===== src/rtl/plab4_net_tdm_pkg.sv =====
// Shared constants and helpers for the TDM-protected ring router input controls.
package plab4_net_tdm_pkg;

  localparam int PORT_WEST = 0;
  localparam int PORT_TERM = 1;
  localparam int PORT_EAST = 2;

  // Ring injection needs two free slots so a flit can never take the last
  // buffer of the ring and deadlock it.
  localparam int BUBBLE_FREE_MIN = 2;

  // Width of an id field for n values, never narrower than one bit.
  function automatic int dom_nbits(input int n);
    return (n <= 1) ? 1 : $clog2(n);
  endfunction

endpackage


===== src/rtl/plab4_net_router_input_terminal_ctrl_tdm_if.sv =====
// Head-flit / arbiter handshake between the terminal input queue and the ring router.
interface plab4_net_router_input_terminal_ctrl_tdm_if
  import plab4_net_tdm_pkg::*;
#(
  parameter int p_num_routers    = 8,
  parameter int p_num_domains    = 2,
  parameter int p_num_free_nbits = 2
);

  localparam int RW = dom_nbits(p_num_routers);
  localparam int DW = dom_nbits(p_num_domains);

  logic [RW-1:0]               dest;
  logic [DW-1:0]               in_domain;
  logic                        in_val;
  logic                        in_rdy;
  logic [p_num_free_nbits-1:0] num_free_west;
  logic [p_num_free_nbits-1:0] num_free_east;
  logic [2:0]                  reqs;
  logic [2:0]                  grants;

  modport master (
    output dest, in_domain, in_val, num_free_west, num_free_east, grants,
    input  in_rdy, reqs
  );

  modport slave (
    input  dest, in_domain, in_val, num_free_west, num_free_east, grants,
    output in_rdy, reqs
  );

endinterface


===== src/rtl/plab4_net_tdm_slot_sched.sv =====
// Static time-division scheduler: slot counter, owning-domain pointer and guard decode.
module plab4_net_tdm_slot_sched
  import plab4_net_tdm_pkg::*;
#(
  parameter int p_num_domains  = 2,
  parameter int p_slot_cycles  = 4,
  parameter int p_guard_cycles = 1
)(
  input  logic                                clk,
  input  logic                                reset,
  output logic [dom_nbits(p_num_domains)-1:0] cur_domain,
  output logic                                guard
);

  // One spare bit so the guard start can equal p_slot_cycles when there is no guard.
  localparam int CW = $clog2(p_slot_cycles) + 1;
  localparam int DW = dom_nbits(p_num_domains);

  localparam logic [CW-1:0] SLOT_LAST   = CW'(p_slot_cycles - 1);
  localparam logic [CW-1:0] GUARD_START = CW'(p_slot_cycles - p_guard_cycles);
  localparam logic [DW-1:0] DOM_LAST    = DW'(p_num_domains - 1);

  logic [CW-1:0] slot_cnt;
  logic [CW-1:0] slot_cnt_nxt;
  logic [DW-1:0] dom_nxt;

  always_ff @(posedge clk or negedge reset) begin
    if (!reset) begin
      slot_cnt   <= '0;
      cur_domain <= '0;
    end else begin
      slot_cnt   <= slot_cnt_nxt;
      cur_domain <= dom_nxt;
    end
  end

  // The schedule never skips idle domains, so slot timing leaks nothing about traffic.
  always_comb begin
    slot_cnt_nxt = slot_cnt + CW'(1);
    dom_nxt      = cur_domain;
    if (slot_cnt == SLOT_LAST) begin
      slot_cnt_nxt = '0;
      dom_nxt      = (cur_domain == DOM_LAST) ? '0 : cur_domain + DW'(1);
    end
  end

  assign guard = (slot_cnt >= GUARD_START);

endmodule


===== src/rtl/plab4_net_router_input_terminal_ctrl_tdm.sv =====
// Terminal injection control: greedy ring routing, bubble flow control and
// per-domain TDM gating of head-flit requests.
module plab4_net_router_input_terminal_ctrl_tdm
  import plab4_net_tdm_pkg::*;
#(
  parameter int p_router_id      = 0,
  parameter int p_num_routers    = 8,
  parameter int p_num_free_nbits = 2,
  parameter int p_num_domains    = 2,
  parameter int p_slot_cycles    = 4,
  parameter int p_guard_cycles   = 1,
  parameter bit p_protect        = 1'b1
)(
  input  logic                                      clk,
  input  logic                                      reset,
  plab4_net_router_input_terminal_ctrl_tdm_if.slave bus,
  output logic [dom_nbits(p_num_domains)-1:0]       cur_domain,
  output logic                                      guard
);

  localparam int RW = dom_nbits(p_num_routers);

  // Hop arithmetic carries an extra bit so non-power-of-2 rings do not truncate.
  localparam logic [RW:0] N_EXT  = (RW+1)'(p_num_routers);
  localparam logic [RW:0] ID_EXT = (RW+1)'(p_router_id);

  plab4_net_tdm_slot_sched #(
    .p_num_domains  (p_num_domains),
    .p_slot_cycles  (p_slot_cycles),
    .p_guard_cycles (p_guard_cycles)
  ) u_sched (
    .clk        (clk),
    .reset      (reset),
    .cur_domain (cur_domain),
    .guard      (guard)
  );

  logic [RW:0] east_sum;
  logic [RW:0] east_hops;
  logic [RW:0] west_hops;
  logic [2:0]  route;

  always_comb begin
    east_sum  = {1'b0, bus.dest} + (N_EXT - ID_EXT);
    east_hops = (east_sum >= N_EXT) ? east_sum - N_EXT : east_sum;
    west_hops = N_EXT - east_hops;
    route     = '0;
    if (bus.dest == ID_EXT[RW-1:0])
      route[PORT_TERM] = 1'b1;
    else if (east_hops <= west_hops)
      route[PORT_EAST] = 1'b1;
    else
      route[PORT_WEST] = 1'b1;
  end

  logic dom_ok;
  logic elig;
  logic west_ok;
  logic east_ok;
  logic [2:0] reqs_c;

  // Reset gates requests directly because the domain match alone would pass at domain 0.
  assign dom_ok  = !p_protect || ((bus.in_domain == cur_domain) && !guard);
  assign elig    = reset && bus.in_val && dom_ok;
  assign west_ok = (32'(bus.num_free_west) >= BUBBLE_FREE_MIN);
  assign east_ok = (32'(bus.num_free_east) >= BUBBLE_FREE_MIN);

  always_comb begin
    reqs_c = '0;
    if (elig) begin
      if (route[PORT_TERM])
        reqs_c = route;
      else if (route[PORT_EAST] && east_ok)
        reqs_c = route;
      else if (route[PORT_WEST] && west_ok)
        reqs_c = route;
    end
  end

  assign bus.reqs   = reqs_c;
  assign bus.in_rdy = |(reqs_c & bus.grants);

endmodule


===== src/flat_wrapper.sv =====
// flat-port wrapper written by rule: the top's interface ports become plain ports
module plab4_net_router_input_terminal_ctrl_tdm_flat import plab4_net_tdm_pkg::*;
#(
  parameter int p_router_id      = 0,
  parameter int p_num_routers    = 8,
  parameter int p_num_free_nbits = 2,
  parameter int p_num_domains    = 2,
  parameter int p_slot_cycles    = 4,
  parameter int p_guard_cycles   = 1,
  parameter bit p_protect        = 1'b1
)
  (clk, reset, cur_domain, guard, bus_dest, bus_in_domain, bus_in_val, bus_num_free_west, bus_num_free_east, bus_grants, bus_in_rdy, bus_reqs);
  plab4_net_router_input_terminal_ctrl_tdm_if #(.p_num_routers(p_num_routers), .p_num_domains(p_num_domains), .p_num_free_nbits(p_num_free_nbits)) bus_i ();
  input  logic clk;
  input  logic reset;
  output logic [dom_nbits(p_num_domains)-1:0] cur_domain;
  output logic guard;
  input wire logic [$bits(bus_i.dest)-1:0] bus_dest;
  input wire logic [$bits(bus_i.in_domain)-1:0] bus_in_domain;
  input wire logic [$bits(bus_i.in_val)-1:0] bus_in_val;
  input wire logic [$bits(bus_i.num_free_west)-1:0] bus_num_free_west;
  input wire logic [$bits(bus_i.num_free_east)-1:0] bus_num_free_east;
  input wire logic [$bits(bus_i.grants)-1:0] bus_grants;
  output wire logic [$bits(bus_i.in_rdy)-1:0] bus_in_rdy;
  output wire logic [$bits(bus_i.reqs)-1:0] bus_reqs;
  assign bus_i.dest = bus_dest;
  assign bus_i.in_domain = bus_in_domain;
  assign bus_i.in_val = bus_in_val;
  assign bus_i.num_free_west = bus_num_free_west;
  assign bus_i.num_free_east = bus_num_free_east;
  assign bus_i.grants = bus_grants;
  assign bus_in_rdy = bus_i.in_rdy;
  assign bus_reqs = bus_i.reqs;
  plab4_net_router_input_terminal_ctrl_tdm #(.p_router_id(p_router_id), .p_num_routers(p_num_routers), .p_num_free_nbits(p_num_free_nbits), .p_num_domains(p_num_domains), .p_slot_cycles(p_slot_cycles), .p_guard_cycles(p_guard_cycles), .p_protect(p_protect)) u_core (.clk(clk), .reset(reset), .bus(bus_i), .cur_domain(cur_domain), .guard(guard));
endmodule

===== config.mk =====
export PLATFORM = sky130hd
export DESIGN_NAME = plab4_net_router_input_terminal_ctrl_tdm_flat
export DESIGN_NICKNAME = d
export VERILOG_FILES = /design/src/rtl/plab4_net_tdm_pkg.sv /design/src/rtl/plab4_net_router_input_terminal_ctrl_tdm_if.sv /design/src/rtl/plab4_net_tdm_slot_sched.sv /design/src/rtl/plab4_net_router_input_terminal_ctrl_tdm.sv /design/src/flat_wrapper.sv
export SDC_FILE = /design/constraint.sdc
export NUM_CORES = 1
export LEC_CHECK = 0
export CORE_AREA = 5 5 42 44
export DETAILED_ROUTE_END_ITERATION = 7
export DIE_AREA = 0 0 47 49
export GPL_TIMING_DRIVEN = 0
export SLEW_MARGIN = 20
export SYNTH_ARGS = -nofsm -noshare
export SYNTH_HDL_FRONTEND = slang
export SYNTH_HIERARCHICAL = 1
export SYNTH_SLANG_ARGS = --single-unit

===== constraint.sdc =====
create_clock -name clk -period 6.2 [get_ports clk]
set_input_delay 1.55 -clock clk [delete_from_list [all_inputs] [get_ports clk]]
set_output_delay 1.55 -clock clk [all_outputs]
set_load 0.02 [all_outputs]

### Word level (Yosys, flattened, before mapping)

Cells that the tools add are included.

* bits in registers: 4
* output and inout bits: 6
* bits of input ports: 14
* logic and storage cells: 35

* bitwise logic cells: 1
* reductions and logical operators: 8
* muxes and demuxes: 12
* add/sub/neg operators: 5
* eq/ne operators: 2
* magnitude comparators: 5

Operators by type and width (number)
* 2-to-1 mux 3 bit: 5
* 2-to-1 mux 1 bit: 6
* logical AND 1 bit: 5
* adder 3 x 4 -> 4 bit (second input constant): 1
* greater-or-equal comparator 2 bit (second input constant): 2
* greater-or-equal comparator 4 bit (second input constant): 1
* <= comparator 4 bit: 1
* 2-to-1 mux 4 bit: 1
* subtractor 4 bit (first input constant): 1
* subtractor 4 bit (second input constant): 1
* adder 3 x 1 -> 3 bit (second input constant): 1
* bitwise AND 3 bit: 1
* == test 3 x 2 -> 1 bit (second input constant): 1
* greater-or-equal comparator 3 x 2 -> 1 bit (second input constant): 1
* logical NOT 3 bit: 1
* OR reduction 3 bit: 1
* adder 1 bit (second input constant): 1
* == test 1 bit: 1
* logical NOT 1 bit: 1

### Logic depth before layout (Yosys ltp)

* depth in word-level cells: 14
* gate-level depth with buffers: 8
* gate-level depth less buffers: 8

### By module

The synthesis kept the hierarchy.

By module, submodules not included
* plab4_net_router_input_terminal_ctrl_tdm: seq. area each 0.0 µm², area each 219.0 µm², cells an instance 29, times used 1
* plab4_net_tdm_slot_sched: seq. area each 100.1 µm², area each 157.7 µm², cells an instance 10, times used 1

### Worst setup path before layout

Ideal clock, no wire load.

* kind: input -> output
* start point: input port bus_dest[1]
* end point: output port bus_in_rdy
* stages on the path: 6
* arrival: 3.039 ns
* path slack: 1.611 ns
* required time: 4.650 ns
* path buffers: 0
* path through: inv_1 > ha_1 > ha_1 > nor4b_1 > nand2_1 > o211ai_2

* elaborated cells on any way between the ends: 20
* classes of those cells: 3 x add/sub; 2 x order compare; 10 x mux; 1 x bitwise; 4 x reduce/logical

RTL lines
* start, declared: line flat_wrapper.sv:18 `input wire logic [$bits(bus_i.dest)-1:0] bus_dest;`
* adder 3 x 4 -> 4 bit: line plab4_net_router_input_terminal_ctrl_tdm.sv:44 `east_sum = {1'b0, bus.dest} + (N_EXT - ID_EXT);`
* subtractor 4 bit / greater-or-equal comparator 4 bit (equally long branches): line plab4_net_router_input_terminal_ctrl_tdm.sv:45 `east_hops = (east_sum >= N_EXT) ? east_sum - N_EXT : east_sum;`
* 2-to-1 mux 4 bit: line plab4_net_router_input_terminal_ctrl_tdm.sv:45
* subtractor 4 bit: line plab4_net_router_input_terminal_ctrl_tdm.sv:46 `west_hops = N_EXT - east_hops;`
* <= comparator 4 bit: line plab4_net_router_input_terminal_ctrl_tdm.sv:50 `else if (east_hops <= west_hops)`
* 2-to-1 mux 1 bit: line plab4_net_router_input_terminal_ctrl_tdm.sv:50
* 2-to-1 mux 1 bit: line plab4_net_router_input_terminal_ctrl_tdm.sv:48 `if (bus.dest == ID_EXT[RW-1:0])`
* logical AND 1 bit: line plab4_net_router_input_terminal_ctrl_tdm.sv:73 `else if (route[PORT_EAST] && east_ok)`
* 2-to-1 mux 3 bit: line plab4_net_router_input_terminal_ctrl_tdm.sv:73
* 2-to-1 mux 3 bit *: line plab4_net_router_input_terminal_ctrl_tdm.sv:71 `if (route[PORT_TERM])`
* 2-to-1 mux 3 bit *: line plab4_net_router_input_terminal_ctrl_tdm.sv:70 `if (elig) begin`
* named net bus_reqs[1]: line flat_wrapper.sv:25 `output wire logic [$bits(bus_i.reqs)-1:0] bus_reqs;`
* bitwise AND 3 bit *: line plab4_net_router_input_terminal_ctrl_tdm.sv:81 `assign bus.in_rdy = |(reqs_c & bus.grants);`
* OR reduction 3 bit *: line plab4_net_router_input_terminal_ctrl_tdm.sv:81
* end, declared: line flat_wrapper.sv:24 `output wire logic [$bits(bus_i.in_rdy)-1:0] bus_in_rdy;`

The timed path passes the listed nets; every way through them passes the cells marked *.

### Final worst setup path

* start point: input port bus_dest[1]
* end point: output port bus_in_rdy

* cells in the longest elaborated chain, start to end: 14
* elaborated cells on any way between the ends: 20
* classes of those cells: 3 x add/sub; 2 x order compare; 10 x mux; 1 x bitwise; 4 x reduce/logical

RTL lines
* adder 3 x 4 -> 4 bit: line plab4_net_router_input_terminal_ctrl_tdm.sv:44
* subtractor 4 bit / greater-or-equal comparator 4 bit (equally long branches): line plab4_net_router_input_terminal_ctrl_tdm.sv:45
* 2-to-1 mux 4 bit: line plab4_net_router_input_terminal_ctrl_tdm.sv:45
* subtractor 4 bit: line plab4_net_router_input_terminal_ctrl_tdm.sv:46
* <= comparator 4 bit: line plab4_net_router_input_terminal_ctrl_tdm.sv:50
* 2-to-1 mux 1 bit: line plab4_net_router_input_terminal_ctrl_tdm.sv:50
* 2-to-1 mux 1 bit: line plab4_net_router_input_terminal_ctrl_tdm.sv:48
* logical AND 1 bit: line plab4_net_router_input_terminal_ctrl_tdm.sv:75 `else if (route[PORT_WEST] && west_ok)`
* 2-to-1 mux 3 bit: line plab4_net_router_input_terminal_ctrl_tdm.sv:75
* 2-to-1 mux 3 bit: line plab4_net_router_input_terminal_ctrl_tdm.sv:73
* 2-to-1 mux 3 bit *: line plab4_net_router_input_terminal_ctrl_tdm.sv:71
* 2-to-1 mux 3 bit *: line plab4_net_router_input_terminal_ctrl_tdm.sv:70
* bitwise AND 3 bit *: line plab4_net_router_input_terminal_ctrl_tdm.sv:81
* OR reduction 3 bit *: line plab4_net_router_input_terminal_ctrl_tdm.sv:81

Every way passes the cells marked *; elsewhere a longest branch is shown, timed or not.

==> qor.log <==
[drt] Final Routed Wirelength 799 microns
[clock_tree] Sinks on Clock Net 4
[timing] setup violators final 0
[worst_setup_path] worst setup slack for register-to-register paths 5.26 ns
[drt] total via count in the routed design 349
[outcome] result of the run finished clean
[global_route] largest net degree at the start of global routing 6
[timing] Worst-Margin Slew 0.373 ns
[clock_tree] H-tree depth reported by CTS 1
[cells_and_area] Antenna Diode Count 0
[floorplan] die area 0.00230 sq mm
[worst_setup_path] data arrival time of the critical path 4.12 ns
[synth] number of synthesized flops with an enable pin 0
[pwr] reported leakage power 0.265 nW
[worst_setup_path] critical path type in -> out
[drt] Via density 4.65
[cells_and_area] post-route design area 589 sq um
[pwr] worst-case vdd ir drop 0.104 mV
[clock_tree] number of buffers between clock root and the deepest sink 2
[worst_setup_path] crit-path max FO 5
[timing] final setup skew 0.0106 ns
[timing] Fmax 176 MHz
[min_path] Hold Path Class reg -> reg
[run] max_cap viols 0
[clock_tree] hold bufs inserted after CTS 0
[place] half-perimeter wire length of the detailed placement result 683 microns
[synth] largest cells by area after synthesis dfrtp_1 27%, ha_1 17%, inv_1 5.0%
[worst_setup_path] CP max-delay cell clkdlybuf4s50_1
[timing] share of the clock period used by the worst path after layout 91.5%
[place] DP Area 567 sq um
[clock_tree] clock transition time at the flip-flop clock pins of the worst setup and hold paths 0.03 ns
[floorplan] height of the chip 49 microns
[floorplan] total I/O pin count 20
[cells_and_area] number of nets in the layout 80
[clock_tree] worst skew pair latency 0.24 ns
[synth] share of flip-flops with an asynchronous set or reset 100%
[timing] number of pins with negative max-slew slack in the final report 0
[cells_and_area] total of fill cells in the finished design 138
[global_route] GRT Residual Overflow 0
[timing] WHS 0.497 ns
[synth] top post-synthesis cells by count 5 x ha_1, 5 x inv_1, 4 x dfrtp_1
[timing] final critical-path setup slack 0.529 ns
[clock_tree] Post-CTS Repair Setup Buffers 0
[synth] most area-hungry cell type in the Yosys netlist dfrtp_1
[floorplan] core area 0.00140 sq mm
[global_route] via count of the first global-routing pass 335
[worst_setup_path] cells traversed along the worst timing path clkdlybuf4s50_1 -> inv_1 -> ha_1 -> ha_1 -> inv_1 -> a21oi_1 -> o2bb2ai_1 -> or2_4 -> o211ai_2 -> clkdlybuf4s50_1
[cells_and_area] layout cells sized above 1 15.3%
[worst_setup_path] startpoint types input pin
[drt] post-detailed-route DRC marker count 0
[synth] synthesized instance count 39
[timing] setup repair after global routing missed its margin no
[timing] endpoints failing hold 0
[place] final weighted congestion in routability-driven placement 0.690
[clock_tree] Gates resized, CTS repair 0
[clock_tree] Num CTS Buffers 3
[drt] drt wl/cell 10.7 microns
[timing] sum of negative setup slack 0 ns
[place] count of input and output buffers 17
[drt] number of optimization iterations in the first detailed-route pass 3
[floorplan] number of core rows 14
[synth] synthesized net count 58
[floorplan] Starting Density 26.9%
[synth] share of Yosys cell area claimed by the top area cell type 26.6%
[worst_setup_path] worst stage delay on the critical path 0.61 ns
[floorplan] horizontal die dimension 47 microns
[pwr] power density of the placed cells 141 mW/mm^2
[global_route] Tot GR Track Use 8.05%
[drt] post-detailed-route count of antenna-violating nets 0
[timing] shortest period the worst path allows 5.67 ns
[clock_tree] CTS tree yes
[clock_tree] clock root buffer clkbuf_4
[global_route] number of antenna violations at the first check in global routing 0
[synth] count of unique library cells instantiated by Yosys 24
[synth] share of the yosys chip area belonging to registers 26.6%
[drt] Starting DRT DRC Count 3
[synth] flip-flop and latch count after synthesis 4
[cells_and_area] Area growth syn-to-layout 56.5%
[global_route] global-route wire length before repair 1320 microns
[timing] max_slew headroom 74.9%
[worst_setup_path] critical path capture point type output pin
[synth] total of warnings raised by yosys 6
[place] pre-CTS WS 0.514 ns
[worst_setup_path] Crit path required time 4.65 ns
[synth] mean instance size in the synthesized netlist 9.66 sq um
[synth] prevailing post-synth register cell dfrtp_1
[synth] area of the mapped netlist 377 sq um
[flip-flops by register name (all words and copies together), names as in the netlist]
register and cells:
u_core/u_sched/cur_domain 1, u_core/u_sched/slot_cnt 3
[path summary, 6_finish.rpt]
kind                                            start                          to  cells after the start
min reg2reg                u_core/u_sched/slot_cnt[1]  u_core/u_sched/slot_cnt[1]                      1
max in group asynchronous                       reset  u_core/u_sched/slot_cnt[2]                      1
max reg2reg                u_core/u_sched/slot_cnt[0]  u_core/u_sched/slot_cnt[0]                      3
max                                       bus_dest[1]                  bus_in_rdy                     10
min                        u_core/u_sched/slot_cnt[1]  u_core/u_sched/slot_cnt[1]                      1
min in group asynchronous                       reset  u_core/u_sched/slot_cnt[0]                      1
[stage by stage]
step	util [%]	power (mW)	std cells
6_report	42.1	0.0830	75
5_1_grt	42.1	0.0898	75
4_1_cts	42.1	0.0849	75
3_5_place_dp	40.4	0.0507	72
3_3_place_gp	40.4	0.0502	72
2_1_floorplan	-	0.0393	39
[layer usage]
metal	track usage, %	up-vias	share of wire, %	wire length [microns]
met5	0	-	0	0
met4	4.15	0	0	0
met3	4.43	0	6.5	52
met2	13.3	9	55	442
met1	7.52	161	38	304
li1	-	179	-	-
[cell usage in the layout, fill, tap and decap left out, types with 2 or more instances in the layout]
master and n:
inv_1 5, a21oi_1 2, clkbuf_4 3, dfrtp_1 4, nand2_1 3, ha_1 5
xnor2_1 2, clkdlybuf4s50_1 17
[critical path, delay by kind of cell]
family                   cells  cell delay (ns)
AND/OR/NAND/NOR              1             0.27
buffers and inverters        4             1.34
adder cells (fa/ha/maj)      2             0.54
AO/OA/AOI/OAI                3             0.41
[layout make-up]
cell class | instances | area (sq um) | area share (%)
multi-input cells | 30 | 258 | 43.7
repair buffers | 17 | 170 | 28.9
clock buffers | 3 | 22.5 | 3.82
inverters | 5 | 18.8 | 3.18
well taps | 16 | 20.0 | 3.40
flip-flops and latches | 4 | 100 | 17.0
[cell families after synthesis]
family          share of synthesized area (%)
simple gates                             26.9
compound gates                           17.9
buf+inv                                  4.98
fa+ha+maj                                16.6
flops                                    26.6
xor+xnor                                 6.98
[power by group]
part           internal (mW)  switching, mW  leakage [nW]
clock network         0.0217         0.0112        0.0138
logic                 0.0134         0.0105         0.200
registers             0.0262              0        0.0518
No activity file was read; power rests on OpenSTA's default activity.
